===== src/rtl/exec_pkg.sv =====
// Shared definitions for the execution core: function codes, FSM states and
// instruction field offsets for a given register address width.
package exec_pkg;

   localparam logic [3:0] F_AND  = 4'd0;
   localparam logic [3:0] F_OR   = 4'd1;
   localparam logic [3:0] F_XOR  = 4'd2;
   localparam logic [3:0] F_NAND = 4'd3;
   localparam logic [3:0] F_NOR  = 4'd4;
   localparam logic [3:0] F_XNOR = 4'd5;
   localparam logic [3:0] F_ADD  = 4'd6;
   localparam logic [3:0] F_SUB  = 4'd7;
   localparam logic [3:0] F_MUL  = 4'd8;
   localparam logic [3:0] F_DIV  = 4'd9;
   localparam logic [3:0] F_MOD  = 4'd10;
   localparam logic [3:0] F_SLT  = 4'd11;
   localparam logic [3:0] F_SGT  = 4'd12;
   localparam logic [3:0] F_SEQ  = 4'd13;
   localparam logic [3:0] F_SHL  = 4'd14;
   localparam logic [3:0] F_SHR  = 4'd15;

   typedef enum logic {S_IDLE, S_MULDIV} state_t;

   // Instruction layout, LSB first: func[3:0], rs2, rs1, rd, we
   localparam int RS2_LO = 4;
   function automatic int rs1_lo(input int aw); return 4 + aw;     endfunction
   function automatic int rd_lo (input int aw); return 4 + 2 * aw; endfunction
   function automatic int we_bit(input int aw); return 4 + 3 * aw; endfunction
   function automatic int inst_w(input int aw); return 5 + 3 * aw; endfunction

endpackage


===== src/rtl/exec_muldiv.sv =====
// Iterative unsigned multiply / divide. One DATA_W-step counter drives either
// a shift-add multiplier or a restoring divider over the same hi/lo registers.
// Outputs are the values the registers take on the final step, so done marks
// the cycle whose closing edge completes the operation.
module exec_muldiv import exec_pkg::*; #(
   parameter int DATA_W = 8
) (
   input  logic              clk,
   input  logic              rst_n,
   input  logic              start,
   input  logic              is_div,
   input  logic [DATA_W-1:0] a,
   input  logic [DATA_W-1:0] b,
   output logic              done,
   output logic [DATA_W-1:0] prod_lo,
   output logic [DATA_W-1:0] prod_hi,
   output logic [DATA_W-1:0] quo,
   output logic [DATA_W-1:0] rem
);
   localparam int CW = (DATA_W > 2) ? $clog2(DATA_W) : 1;

   logic              busy, div_q;
   logic [CW-1:0]     cnt;
   logic [DATA_W-1:0] m, hi, lo, hi_n, lo_n;
   logic [DATA_W:0]   sum, sh;
   logic              ge;

   // One step: multiply adds m into the upper half and shifts right;
   // divide shifts the next dividend bit into the remainder and trial-subtracts m.
   always_comb begin
      sum = {1'b0, hi} + (lo[0] ? {1'b0, m} : '0);
      sh  = {hi, lo[DATA_W-1]};
      ge  = (sh >= {1'b0, m});
      if (div_q) begin
         hi_n = ge ? DATA_W'(sh - {1'b0, m}) : sh[DATA_W-1:0];
         lo_n = {lo[DATA_W-2:0], ge};
      end else begin
         hi_n = sum[DATA_W:1];
         lo_n = {sum[0], lo[DATA_W-1:1]};
      end
   end

   assign done    = busy && (cnt == CW'(DATA_W - 1));
   assign prod_lo = lo_n;
   assign prod_hi = hi_n;
   assign quo     = lo_n;
   assign rem     = hi_n;

   // Load operands on start, then iterate once per cycle until the last step
   always_ff @(posedge clk or negedge rst_n) begin
      if (!rst_n) begin
         busy  <= 1'b0;
         div_q <= 1'b0;
         cnt   <= '0;
         m     <= '0;
         hi    <= '0;
         lo    <= '0;
      end else if (start) begin
         busy  <= 1'b1;
         div_q <= is_div;
         cnt   <= '0;
         m     <= is_div ? b : a;
         lo    <= is_div ? a : b;
         hi    <= '0;
      end else if (busy) begin
         hi  <= hi_n;
         lo  <= lo_n;
         cnt <= cnt + 1'b1;
         if (done) busy <= 1'b0;
      end
   end

endmodule


===== src/rtl/exec_core.sv =====
// Execution core: register file, single-cycle ALU, iterative mul/div and
// registered result/flags with writeback on the result edge.
module exec_core import exec_pkg::*; #(
   parameter int DATA_W = 8,
   parameter int REG_AW = 3
) (
   input  logic                        clk,
   input  logic                        rst_n,
   input  logic                        inst_valid,
   output logic                        inst_ready,
   input  logic [inst_w(REG_AW)-1:0]   inst,
   output logic                        res_valid,
   output logic [DATA_W-1:0]           res_data,
   output logic                        res_zero,
   output logic                        res_carry,
   output logic                        res_dz,
   input  logic [REG_AW-1:0]           dbg_addr,
   output logic [DATA_W-1:0]           dbg_data
);
   localparam int NUM_REGS = 2 ** REG_AW;

   state_t            state, state_n;
   logic [DATA_W-1:0] rf [NUM_REGS];
   logic [DATA_W-1:0] a, b, alu_y, md_y;
   logic              alu_c, alu_dz, acc, long_op, md_start, md_done;
   logic              we_q;
   logic [REG_AW-1:0] rd_q;
   logic [3:0]        func_q;
   logic [DATA_W-1:0] prod_lo, prod_hi, quo, rem;

   wire [3:0]        f_func = inst[3:0];
   wire [REG_AW-1:0] f_rs2  = inst[RS2_LO +: REG_AW];
   wire [REG_AW-1:0] f_rs1  = inst[rs1_lo(REG_AW) +: REG_AW];
   wire [REG_AW-1:0] f_rd   = inst[rd_lo(REG_AW) +: REG_AW];
   wire              f_we   = inst[we_bit(REG_AW)];

   assign acc      = inst_valid && inst_ready;
   assign a        = (f_rs1 == '0) ? '0 : rf[f_rs1];
   assign b        = (f_rs2 == '0) ? '0 : rf[f_rs2];
   assign long_op  = (f_func == F_MUL) ||
                     (((f_func == F_DIV) || (f_func == F_MOD)) && (b != '0));
   assign md_start = acc && long_op;
   assign dbg_data = (dbg_addr == '0) ? '0 : rf[dbg_addr];

   // Single-cycle ALU; DIV/MOD entries only matter for the divide-by-zero case
   always_comb begin
      alu_y  = '0;
      alu_c  = 1'b0;
      alu_dz = 1'b0;
      case (f_func)
         F_AND:  alu_y = a & b;
         F_OR:   alu_y = a | b;
         F_XOR:  alu_y = a ^ b;
         F_NAND: alu_y = ~(a & b);
         F_NOR:  alu_y = ~(a | b);
         F_XNOR: alu_y = ~(a ^ b);
         F_ADD:  {alu_c, alu_y} = {1'b0, a} + {1'b0, b};
         F_SUB:  begin alu_y = a - b; alu_c = (a < b); end
         F_DIV:  begin alu_y = '1; alu_dz = 1'b1; end
         F_MOD:  begin alu_y = a;  alu_dz = 1'b1; end
         F_SLT:  alu_y = DATA_W'(a < b);
         F_SGT:  alu_y = DATA_W'(a > b);
         F_SEQ:  alu_y = DATA_W'(a == b);
         F_SHL:  alu_y = (32'(b) >= 32'(DATA_W)) ? '0 : (a << b);
         F_SHR:  alu_y = (32'(b) >= 32'(DATA_W)) ? '0 : (a >> b);
         default: alu_y = '0;
      endcase
   end

   assign md_y = (func_q == F_MUL) ? prod_lo : (func_q == F_DIV) ? quo : rem;

   exec_muldiv #(.DATA_W(DATA_W)) u_muldiv (
      .clk     (clk),
      .rst_n   (rst_n),
      .start   (md_start),
      .is_div  (f_func != F_MUL),
      .a       (a),
      .b       (b),
      .done    (md_done),
      .prod_lo (prod_lo),
      .prod_hi (prod_hi),
      .quo     (quo),
      .rem     (rem)
   );

   // FSM state register
   always_ff @(posedge clk or negedge rst_n) begin
      if (!rst_n) state <= S_IDLE;
      else        state <= state_n;
   end

   // FSM next state: busy only while the iterative unit runs
   always_comb begin
      state_n = state;
      case (state)
         S_IDLE:   if (md_start) state_n = S_MULDIV;
         S_MULDIV: if (md_done)  state_n = S_IDLE;
         default:  state_n = S_IDLE;
      endcase
   end

   // FSM outputs
   always_comb begin
      inst_ready = (state == S_IDLE);
   end

   // Hold writeback target and op of a long instruction until it completes
   always_ff @(posedge clk or negedge rst_n) begin
      if (!rst_n) begin
         we_q   <= 1'b0;
         rd_q   <= '0;
         func_q <= F_AND;
      end else if (md_start) begin
         we_q   <= f_we;
         rd_q   <= f_rd;
         func_q <= f_func;
      end
   end

   // Result and flag registers, updated on the completing edge
   always_ff @(posedge clk or negedge rst_n) begin
      if (!rst_n) begin
         res_valid <= 1'b0;
         res_data  <= '0;
         res_zero  <= 1'b0;
         res_carry <= 1'b0;
         res_dz    <= 1'b0;
      end else begin
         res_valid <= 1'b0;
         if (acc && !long_op) begin
            res_valid <= 1'b1;
            res_data  <= alu_y;
            res_zero  <= (alu_y == '0);
            res_carry <= alu_c;
            res_dz    <= alu_dz;
         end else if (md_done) begin
            res_valid <= 1'b1;
            res_data  <= md_y;
            res_zero  <= (md_y == '0);
            res_carry <= (func_q == F_MUL) && (prod_hi != '0);
            res_dz    <= 1'b0;
         end
      end
   end

   // Register file writeback on the same edge as res_valid; r0 never written
   always_ff @(posedge clk or negedge rst_n) begin
      if (!rst_n) begin
         for (int i = 0; i < NUM_REGS; i++) rf[i] <= '0;
      end else if (acc && !long_op) begin
         if (f_we && (f_rd != '0)) rf[f_rd] <= alu_y;
      end else if (md_done) begin
         if (we_q && (rd_q != '0)) rf[rd_q] <= md_y;
      end
   end

endmodule


===== config.mk =====
export PLATFORM = sky130hd
export DESIGN_NAME = exec_core
export DESIGN_NICKNAME = d
export VERILOG_FILES = /design/src/rtl/exec_pkg.sv /design/src/rtl/exec_muldiv.sv /design/src/rtl/exec_core.sv
export SDC_FILE = /design/constraint.sdc
export NUM_CORES = 1
export LEC_CHECK = 0
export ABC_CLOCK_PERIOD_IN_PS = 7400
export BUFFER_PORTS_ARGS = -buffer_cell sky130_fd_sc_hd__buf_4
export CELL_PAD_IN_SITES_DETAIL_PLACEMENT = 0
export CELL_PAD_IN_SITES_GLOBAL_PLACEMENT = 2
export CORE_ASPECT_RATIO = 1.25
export CORE_MARGIN = 2
export CORE_UTILIZATION = 35
export CTS_BUF_LIST = sky130_fd_sc_hd__clkbuf_8 sky130_fd_sc_hd__clkbuf_16
export DETAILED_ROUTE_END_ITERATION = 7
export GPL_TIMING_DRIVEN = 0
export MAX_ROUTING_LAYER = met4
export PLACE_DENSITY_LB_ADDON = 0.1
export SYNTH_ARGS = -nofsm -noshare
export SYNTH_HDL_FRONTEND = slang
export SYNTH_SLANG_ARGS = --single-unit

===== constraint.sdc =====
create_clock -name clk -period 7.4 [get_ports clk]
set_input_delay 0.37 -clock clk [delete_from_list [all_inputs] [get_ports clk]]
set_output_delay 0.37 -clock clk [all_outputs]
set_load 0.005 [all_outputs]

==> results of run 1 <==
[area by class of cell]
type,instances,area [µm²],share of cell area
buffer,91,419,0.0366
clock buffer,18,439,0.0383
clock inverter,13,114,0.00993
inverter,46,174,0.0152
multi-input combinational,939,6710,0.585
sequential,114,2850,0.249
tap,355,444,0.0387
timing repair buffer,38,312,0.0272
[placed cells by master (no fill, tap or decap), types with 16 or more instances in the layout]
| master | count |
|---|---|
| a211oi_1 | 20 |
| a21oi_1 | 79 |
| a221oi_1 | 28 |
| a22o_1 | 21 |
| a22oi_1 | 19 |
| and2_1 | 18 |
| buf_4 | 42 |
| clkbuf_1 | 58 |
| clkbuf_16 | 17 |
| dfrtp_1 | 114 |
| ha_1 | 43 |
| inv_1 | 41 |
| mux2_2 | 22 |
| mux2i_1 | 78 |
| nand2_1 | 90 |
| nand3_1 | 25 |
| nor2_1 | 125 |
| nor2b_1 | 25 |
| nor3_1 | 16 |
| o211ai_1 | 16 |
| o21a_1 | 22 |
| o21ai_0 | 63 |
| o221ai_1 | 17 |
[routing by layer]
layer	vias up	global-route usage	wire length, µm
met4	0	0.117	1680
met5	-	-	0
met1	4699	0.339	17200
met3	74	0.0308	1420
met2	276	0.467	20300
li1	4593	-	-
[report_power, final]
part	switching (mW)	internal [mW]
logic	1.94	1.23
registers	0.403	0.899
clock network	0.318	0.467
[cell usage after synthesis, types with 7 or more instances]
cell type and instances:
o221ai_1 17, buf_4 8, dfrtp_1 114, mux2_2 22, and2_1 18, a211oi_1 20, o2bb2ai_1 13, a21oi_1 79
nor2b_1 25, o31ai_1 8, a22oi_1 19, mux4_2 13, o22ai_1 14, o211ai_1 16, o21a_1 22, a31oi_1 10
a22o_1 21, clkbuf_1 58, inv_1 40, a221oi_1 28, nand4_1 10, nand2b_1 9, ha_1 43, buf_2 14
mux2i_1 78, a221o_1 8, nand3_1 25, nand2_1 90, or3_1 9, nor2_1 125, xnor2_1 7, buf_1 7
nor3_1 16, a21o_1 11, o21ai_0 63, or2_2 9
[worst reg2reg max path, cell delays in order (launching register included)]
cell and delay, ns:
dfrtp_1 0.52, mux2_2 0.23, a221oi_1 0.06, a311oi_1 0.60
clkbuf_1 0.59, inv_1 0.15, ha_1 0.31, clkbuf_1 0.29
a21o_1 0.25, a21oi_1 0.09, a31o_2 0.24, a311oi_1 0.51
o311ai_2 0.19, nor3_1 0.81, nand4_1 0.20, o41a_1 0.41
o31ai_1 0.08
[flip-flops by register name (all words and copies together), names as in the netlist]
name and flops:
func_q 4, rd_q 3, res_carry 1, res_data 8, res_dz 1, res_valid 1
res_zero 1, rf 64, state 1, u_muldiv.busy 1, u_muldiv.cnt 3, u_muldiv.div_q 1
u_muldiv.hi 8, u_muldiv.lo 8, u_muldiv.m 8, we_q 1
[logic make-up (layout without fill, tap and decap cells)]
group | count (synthesis) | after routing | synth area share
AO/OA/AOI/OAI | 408 | 408 | 0.291
AND/OR/NAND/NOR | 358 | 358 | 0.167
buffers and inverters | 137 | 206 | 0.0584
multiplexers | 115 | 115 | 0.132
flip-flops | 114 | 114 | 0.281
adder cells (fa/ha/maj) | 48 | 48 | 0.0618
XOR/XNOR | 10 | 10 | 0.00862
[path summary, 6_finish.rpt]
kind	startpoint	to	slack (ns)	cells after the start
worst max-delay path	inst[4]	res_zero$_DFFE_PN0N_	1.76	21
worst min-delay path	inst[13]	we_q$_DFFE_PN0P_	0.16	3
worst max register to register	rf[51]$_DFFE_PN0P_	res_zero$_DFFE_PN0N_	1.81	16
worst min register to register	rf[59]$_DFFE_PN0P_	rf[59]$_DFFE_PN0P_	0.45	1
max in group asynchronous	rst_n	rf[58]$_DFFE_PN0P_	6.23	3
min in group asynchronous	rst_n	rf[52]$_DFFE_PN0P_	0.47	2
==> reports/results.tsv, run 1 <==
metric	value	unit
Cell Count Post-Placement	1581	
Power per Cell Area	458	nW/µm²
TritonRoute pass-1 iters	5	
Yosys reg bits	114	
largest net degree at the start of global routing	62	
CP max FO	11	
fin crit share	0.762	
DR iter-0 viols	689	
Syn Inst Count	1190	
Non-Filler Instances	1614	
Worst Path Buf+Inv	6	
synthesized area per cell	8.53	µm²
post_cts resized	0	
post-detailed-route wirelength per cell	25.1	µm
setup tns final	0	ns
gpl congestion	0.890	
top cell type's share of synthesized area	0.281	
Max Buffers Root-to-Sink	2	
Period minus WS final	5.64	ns
final hold violations	0	
Crit-path slowest cell	nor3_1	
worst min path class	primary input to flop	
Placement Setup Slack	1.48	ns
run status	finished, final reports clean	
RSZ-0062 raised after global routing	false	
I/O pins	41	
Post-synth EDFFs	0	
Distinct cells, synth	84	
Syn Nets	1257	
Top FF cell, synth	dfrtp_1	
area of the die	30400	µm²
fin area	11500	µm²
Die Y	194	µm
Routed Wire Length	40600	µm
core area	28500	µm²
Async SR Flop Fraction	1.00	
H-Tree Level Count	4	
CP Capture Type	flop	
Setup Crit Path Kind	primary input to flop	
CTS buffer count	17	
crit-path cells	buf_2 -> buf_4 -> buf_4 -> mux2_2 -> a211oi_1 -> or2_1 -> buf_2 -> inv_2 -> buf_2 -> ha_1 -> fa_1 -> a21o_1 -> a21o_1 -> a21oi_1 -> a2111oi_0 -> a311oi_1 -> o311ai_2 -> nor3_1 -> nand4_1 -> o41a_1 -> o31ai_1	
Placed Area	10900	µm²
Post-route DRC	0	
clk root buf	clkbuf_16	
share of layout cells above drive strength 1	0.130	
Hold WS	0.163	ns
type of origin of the critical path	primary input	
Worst Skew	0.0150	ns
Cell Rows	69	
input/output buffers	35	
DP Wirelength	31800	µm
# diodes	0	
Slew Viols, Final	0	
total track usage	0.279	
mapped cell area	10200	µm²
global route total overflow	0	
CTS tree	yes	
relative slew slack	0.0611	
first-pass GRT wire length	61600	µm
Via density	5.97	
Max Cap Viol	0	
initial antenna violation count	0	
Final setup viols	0	
worst vdd ir	0.323	mV
fmax	177	MHz
DR vias	9642	
Synthesis Warnings	0	
sequential element share of the synthesized area	0.281	
clk_lat worst skew	0.43	ns
CP dominant cell by count	buf_2	
worst slew pin tran	1.39	ns
Design Power	5.26	mW
Post-DRT Antenna Nets	0	
Fillers	2929	
Die Span X	156	µm
Top delay family on crit path	compound AO/OA/AOI/OAI gates	
clock slew at reported path FFs	0.06	ns
vias in the first global route	9596	
Syn-to-layout area delta	12.9	%
Worst path max stage delay	0.81	ns
post-synth top area cell	dfrtp_1	
Req. time, crit path	7.73	ns
Starting Density	0.356	
Post-CTS Setup Bufs	0	
Leakage	4.81	nW
Num Clock Sinks	114	
Final Core Density	0.402	
Synth area leaders	dfrtp_1, mux2i_1, ha_1	
critical path data arrival time	5.97	ns
fin nets	1314	
CTS Hold Bufs	1	
Worst Slack Setup Final	1.76	ns
No activity file was read; power rests on OpenSTA's default activity.
==> inputs of run 2 (changes only) <==
- ABC_CLOCK_PERIOD_IN_PS: 7400 -> 5000
- clock period: 7.4 -> 5 ns (I/O delays scaled with it)
==> run 2 against run 1 <==
  * Non-clock buffer count grew 4
  * Final area grew 1.1%
  * Worst hold slack lost 0.12 ns
  * Clock skew is essentially flat
  * Register-to-register slack lost 1.7 ns
  * Clock power grew 48%
  * Combinational power grew 50%
  * Power grew 49%
  * Utilization grew 0.44 points
  * Worst setup slack lost 1.6 ns
  * Via count shrank 0.23%
  * Critical path type unchanged
  * Critical endpoint unchanged
==> reports/results.tsv, run 2 (same netlist as run 1, synthesis figures left out) <==
metric	value	unit	change
CP max FO	11		unchanged
I/O pins	41		unchanged
first-pass GRT wire length	61600	µm	about the same
post-detailed-route wirelength per cell	25.1	µm	about the same
clk root buf	clkbuf_16		
Num Clock Sinks	114		unchanged
worst slew pin tran	1.43	ns	+0.0363 ns
Placement Setup Slack	-0.800	ns	-2.28 ns
largest net degree at the start of global routing	62		unchanged
register area	2850	µm²	unchanged
Design Power	7.84	mW	+49%
run status	finished, final reports clean		
DP Wirelength	31800	µm	unchanged
DR vias	9620		-0.23%
worst vdd ir	0.478	mV	+48%
Leakage	4.86	nW	+0.97%
RSZ-0062 raised after global routing	false		
Syn-to-layout area delta	14.1	%	
most common cell after layout, fill and taps aside	nor2_1		
most frequent cells in the layout	nor2_1, dfrtp_1, nand2_1		
TritonRoute pass-1 iters	5		unchanged
Period minus WS final	4.86	ns	
Final setup viols	0		unchanged
max reg flops	64		unchanged
total track usage	0.279		about the same
Routed Wire Length	40600	µm	+0.18%
CP Capture Type	flop		
H-Tree Level Count	4		unchanged
gpl congestion	0.890		unchanged
clk_lat worst skew	0.43	ns	about the same
critical path data arrival time	5.19	ns	-0.78 ns
area of the die	30400	µm²	unchanged
Max Buffers Root-to-Sink	2		unchanged
fin crit share	0.973		
CTS tree	yes		
vias in the first global route	9606		+0.10%
Post-route DRC	0		unchanged
Die Span X	156	µm	unchanged
share of layout cells above drive strength 1	0.147		+0.0170
Max Cap Viol	0		unchanged
Cell Count Post-Placement	1581		unchanged
Slew Viols, Final	0		unchanged
Power per Cell Area	677	nW/µm²	+48%
Setup Crit Path Kind	primary input to flop		
footprint of the multi-input gates	6800	µm²	+1.3%
Worst Skew	0.0152	ns	+0.000173 ns
initial antenna violation count	0		unchanged
Reg with most FFs	rf		
Post-DRT Antenna Nets	0		unchanged
Fillers	2922		-0.24%
CTS buffer count	17		unchanged
global route total overflow	0		unchanged
Via density	5.95		-0.47%
clock slew at reported path FFs	0.06	ns	about the same
relative slew slack	0.0367		-0.0244
Non-Filler Instances	1618		+0.25%
Cell Rows	69		unchanged
Hold WS	0.0465	ns	-0.117 ns
fmax	206	MHz	
Worst Slack Setup Final	0.136	ns	-1.62 ns
core area	28500	µm²	unchanged
input/output buffers	35		unchanged
final hold violations	0		unchanged
# diodes	0		unchanged
Die Y	194	µm	unchanged
worst min path class	primary input to flop		
type of origin of the critical path	primary input		
fin nets	1318		+0.30%
DR iter-0 viols	708		+2.8%
Starting Density	0.356		unchanged
Req. time, crit path	5.33	ns	-2.40 ns
-- run 2: metal layers --
metal / vias up / wire length (µm) / share of wire / global-route usage
li1: 4596 / - / - / -
met1: 4701 / 17300 / 0.42 / 0.339
met2: 255 / 20400 / 0.50 / 0.468
met3: 68 / 1290 / 0.032 / 0.0308
met4: 0 / 1680 / 0.041 / 0.117
met5: - / 0 / 0 / -
-- run 2: power breakdown --
group / total (mW) / switching [mW] / internal, mW
Sequential: 1.93 / 0.595 / 1.33
Combinational: 4.76 / 2.90 / 1.86
Clock: 1.16 / 0.469 / 0.691
-- run 2: repair_timing --
item                       CTS  global route
setup endpoints to repair   19            27
hold endpoints to repair    53             0
gates resized for setup      7            15
hold buffers                 1             0
cloned                       0             0
setup buffers                0             4
pin swaps                    0             4
-- run 2: per-stage QoR --
stage | util | setup TNS (ns) | cell area (µm²)
finish | 0.407 | 0 | 11600
global route | 0.407 | 0 | 11600
CTS | 0.403 | 0 | 11500
detailed placement | 0.382 | -16.72 | 10900
global placement | 0.381 | -20.86 | 10900
floorplan | - | 0 | 10200
-- run 2: path summary, 6_finish.rpt --
kind,endpoint,start,depth (start not counted),slack [ns]
max,res_zero$_DFFE_PN0N_,inst[4],21,0.14
min,we_q$_DFFE_PN0P_,inst[13],3,0.05
max reg2reg,res_zero$_DFFE_PN0N_,rf[24]$_DFFE_PN0P_,18,0.15
min reg2reg,rf[59]$_DFFE_PN0P_,rf[59]$_DFFE_PN0P_,1,0.45
max in group asynchronous,rf[58]$_DFFE_PN0P_,rst_n,3,3.95
min in group asynchronous,rf[52]$_DFFE_PN0P_,rst_n,2,0.35
-- run 2: cell type report --
class                      count  share of cell area
clock inverter                13             0.00982
clock buffer                  18              0.0379
tap                          355              0.0383
timing repair buffer          42              0.0295
inverter                      46              0.0150
buffer                        91              0.0368
multi-input combinational    939               0.587
sequential                   114               0.246
-- run 2: worst max-delay path: stages --
cell	delay [ns]
buf_2	0.20
buf_4	0.25
buf_4	0.22
mux2_2	0.35
a211oi_1	0.23
or2_1	0.16
buf_2	0.20
inv_2	0.14
clkbuf_4	0.24
ha_1	0.27
fa_1	0.50
a21o_1	0.18
a21o_1	0.22
a21oi_1	0.16
a2111oi_0	0.10
a311oi_2	0.34
o311ai_2	0.20
nor3_4	0.37
nand4_1	0.15
o41a_1	0.38
o31ai_1	0.08
==> inputs of run 3 (changes only) <==
- ABC_AREA: unset -> 1
- CORE_UTILIZATION: 35 -> 33
- CTS_BUF_LIST: sky130_fd_sc_hd__clkbuf_8 sky130_fd_sc_hd__clkbuf_16 -> sky130_fd_sc_hd__clkbuf_8
- CTS_CLUSTER_SIZE: unset -> 8
==> run 3 against run 2 <==
  * Worst hold slack gained 0.0017 ns
  * Largest power group unchanged
  * Die area grew 4.9%
  * Flip-flop and latch count is the same
  * Utilization shrank 3.2 points
  * Via count grew 13%
  * Combinational power shrank 33%
==> reports/results.tsv, run 3 <==
metric	value	unit	change
Reg with most FFs	rf		
worst min path class	primary input to flop		
most common cell after layout, fill and taps aside	nand2_1		
M2 GR Usage	0.510		+0.0424
Switch Pwr	2.93	mW	-26%
CTS tree	yes		
first-pass GRT wire length	66400	µm	+7.7%
Max Buffers Root-to-Sink	2		unchanged
area of the die	31900	µm²	+4.9%
top cell type's share of synthesized area	0.284		+0.00283
gpl congestion	0.915		+2.9%
clk root buf	clkbuf_8		
CP dominant cell by count	nand2_1		
RSZ-0062 raised after global routing	false		
Placement Setup Slack	-0.172	ns	+0.628 ns
Hold WS	0.0482	ns	+0.00174 ns
initial antenna violation count	0		unchanged
DP Wirelength	34600	µm	+9.0%
Leakage	5.35	nW	+10%
worst vdd ir	0.368	mV	-23%
global route total overflow	0		unchanged
met3 Use GR	0.0289		-0.00192
fin crit share	0.931		-0.0422
vias in the first global route	10800		+12%
Top FF cell, synth	dfrtp_1		
Req. time, crit path	5.34	ns	about the same
relative slew slack	0.276		+0.239
global routing's busiest layer	met2		
Net Sw Frac	0.530		+0.0250
sequential element share of the synthesized area	0.284		+0.00283
Starting Density	0.335		-0.0216
final hold violations	0		unchanged
most frequent cells in the layout	nand2_1, inv_1, o21ai_0		
run status	finished, final reports clean		
Num Clock Sinks	114		unchanged
Async SR Flop Fraction	1.00		unchanged
TritonRoute pass-1 iters	5		unchanged
max reg flops	64		unchanged
Setup Crit Path Kind	flop to flop		
Syn Nets	1628		+30%
Worst Slack Setup Final	0.347	ns	+0.211 ns
Die Span X	160	µm	+2.4%
most common cell in the netlist	nand2_1		
Synthesis Warnings	0		unchanged
Design Power	5.53	mW	-29%
Cell Rows	71		+2.9%
Worst Skew	0.0223	ns	+0.00709 ns
critical path data arrival time	5.00	ns	-0.19 ns
Synth area leaders	dfrtp_1, nand2_1, o21ai_0		
Syn Inst Count	1561		+31%
Yosys reg bits	114		unchanged
I/O pins	41		unchanged
Comb pwr share	0.578		-0.029
Post-DRT Antenna Nets	0		unchanged
M1 GR Usage	0.320		-0.0197
clock share of power	0.161		+0.013
Syn-to-layout area delta	11.9	%	
worst slew pin tran	1.08	ns	-0.352 ns
mapped cell area	10100	µm²	-1.0%
post-detailed-route wirelength per cell	21.5	µm	-14%
Distinct cells, synth	54		-36%
Crit-path slowest cell	buf_1		
clk_lat worst skew	0.46	ns	+0.03 ns
CP Capture Type	flop		
fmax	215	MHz	+4.5%
clock slew at reported path FFs	0.08	ns	+0.02 ns
Period minus WS final	4.65	ns	-0.211 ns
type of origin of the critical path	flop		
Die Y	199	µm	+2.4%
# diodes	0		unchanged
Max Cap Viol	0		unchanged
Post-synth EDFFs	0		unchanged
share of layout cells above drive strength 1	0.0779		-0.0694
top post-synthesis cells by count	nand2_1, inv_1, o21ai_0		
Power per Cell Area	492	nW/µm²	-27%
CTS buffer count	17		unchanged
input/output buffers	34		-2.9%
fin nets	1684		+28%
post-synth top area cell	dfrtp_1		
crit-path cells	inv_1 -> a21oi_1 -> o21ai_0 -> nand3_1 -> nand3_1 -> buf_2 -> buf_1 -> ha_1 -> a21oi_1 -> o21ai_0 -> nand2_1 -> nand2_1 -> nand2_1 -> nand2_1 -> a21oi_1 -> o21ai_0 -> o21ai_0 -> inv_1 -> nand4_1 -> nand2_1 -> o22ai_1 -> nand2_1 -> nand2_1		
Sequential Power Share	0.261		+0.016
CP max FO	12		+1
H-Tree Level Count	4		unchanged
r2r setup slk	0.35	ns	+0.20 ns
core area	30000	µm²	+5.4%
DR vias	10900		+13%
Pint	2.60	mW	-33%
Worst path max stage delay	0.57	ns	+0.07 ns
Final setup viols	0		unchanged
DR iter-0 viols	864		+22%
Post-CTS Setup Bufs	0		unchanged
Routed Wire Length	43700	µm	+7.5%
Slew Viols, Final	0		unchanged
largest net degree at the start of global routing	67		+8.1%
Post-route DRC	0		unchanged
synthesized area per cell	6.44	µm²	-25%
total track usage	0.286		+0.00737
Via density	5.38		-9.6%
-- run 3: changes by cell type after synthesis, moves of 26 or more --
cell      previous run  this run
a21oi_1             79       128
nand2_1             90       396
inv_1               40       180
o21ai_0             63       173
mux2i_1             78         0
nand3_1             25       130
a221oi_1            28         2
-- run 3: power groups by stage --
stage	Combinational (mW)	Clock, mW	Sequential [mW]
CTS	3.19	0.906	1.44
detailed placement	3.17	0	1.46
floorplan	2.09	0	1.36
finish	3.20	0.889	1.44
global route	3.57	0.952	1.48
global placement	3.18	0	1.46
-- run 3: path summary, 6_finish.rpt --
path                                               to  cells after the start                  start
worst max register to register     rf[29]$_DFFE_PN0P_                     23     rf[49]$_DFFE_PN0P_
worst min register to register  func_q[3]$_DFFE_PN0P_                      2  func_q[3]$_DFFE_PN0P_
max in group asynchronous       func_q[1]$_DFFE_PN0P_                      3                  rst_n
worst min-delay path              rd_q[1]$_DFFE_PN0P_                      3               inst[11]
min in group asynchronous          rf[21]$_DFFE_PN0P_                      2                  rst_n
worst max-delay path               rf[29]$_DFFE_PN0P_                     23     rf[49]$_DFFE_PN0P_
-- run 3: kinds of logic (layout without fill, tap and decap cells) --
kind of cell             Yosys count  in the layout  synth area share
buffers and inverters            266            335             0.112
adder cells (fa/ha/maj)           47             47            0.0615
AND/OR/NAND/NOR                  698            698             0.296
flip-flops                       114            114             0.284
AO/OA/AOI/OAI                    428            428             0.240
XOR/XNOR                           8              8           0.00697
-- run 3: worst max-delay path, delay by kind of cell, from the launching register on --
family                   cells  cell delay, ns
flip-flops                   1            0.37
AND/OR/NAND/NOR             10            1.55
buffers and inverters        4            1.18
AO/OA/AOI/OAI                8            1.12
adder cells (fa/ha/maj)      1            0.31
-- run 3: final cells by class --
cell class	instances	area, µm²
multi-input combinational	1181	6080
clock inverter	13	124
clock buffer	19	262
fill	3380	18800
buffer	76	410
inverter	190	718
timing repair buffer	37	307
sequential	114	2850
tap	401	502
-- run 3: metrics by stage --
| step | TNS (ns) | area (µm²) | utilization | cells |
|---|---|---|---|---|
| 2_1_floorplan | 0 | 10100 | - | 1561 |
| 6_report | 0 | 11300 | 0.375 | 2031 |
| 3_5_place_dp | -1.47 | 10800 | 0.361 | 1997 |
| 3_3_place_gp | -2.62 | 10800 | 0.360 | 1996 |
| 5_1_grt | 0 | 11300 | 0.375 | 2031 |
| 4_1_cts | 0 | 11200 | 0.375 | 2031 |
-- run 3: metal layers --
| metal | vias to the layer above | wire (µm) |
|---|---|---|
| met4 | 0 | 2440 |
| met2 | 353 | 22000 |
| li1 | 5352 | - |
| met1 | 5123 | 17600 |
| met5 | - | 0 |
| met3 | 89 | 1670 |
-- run 3: timing repair --
item	CTS	global route
hold buffers	2	0
setup endpoints to repair	0	13
endpoints found under the hold margin	49	0
gates resized for setup	0	2
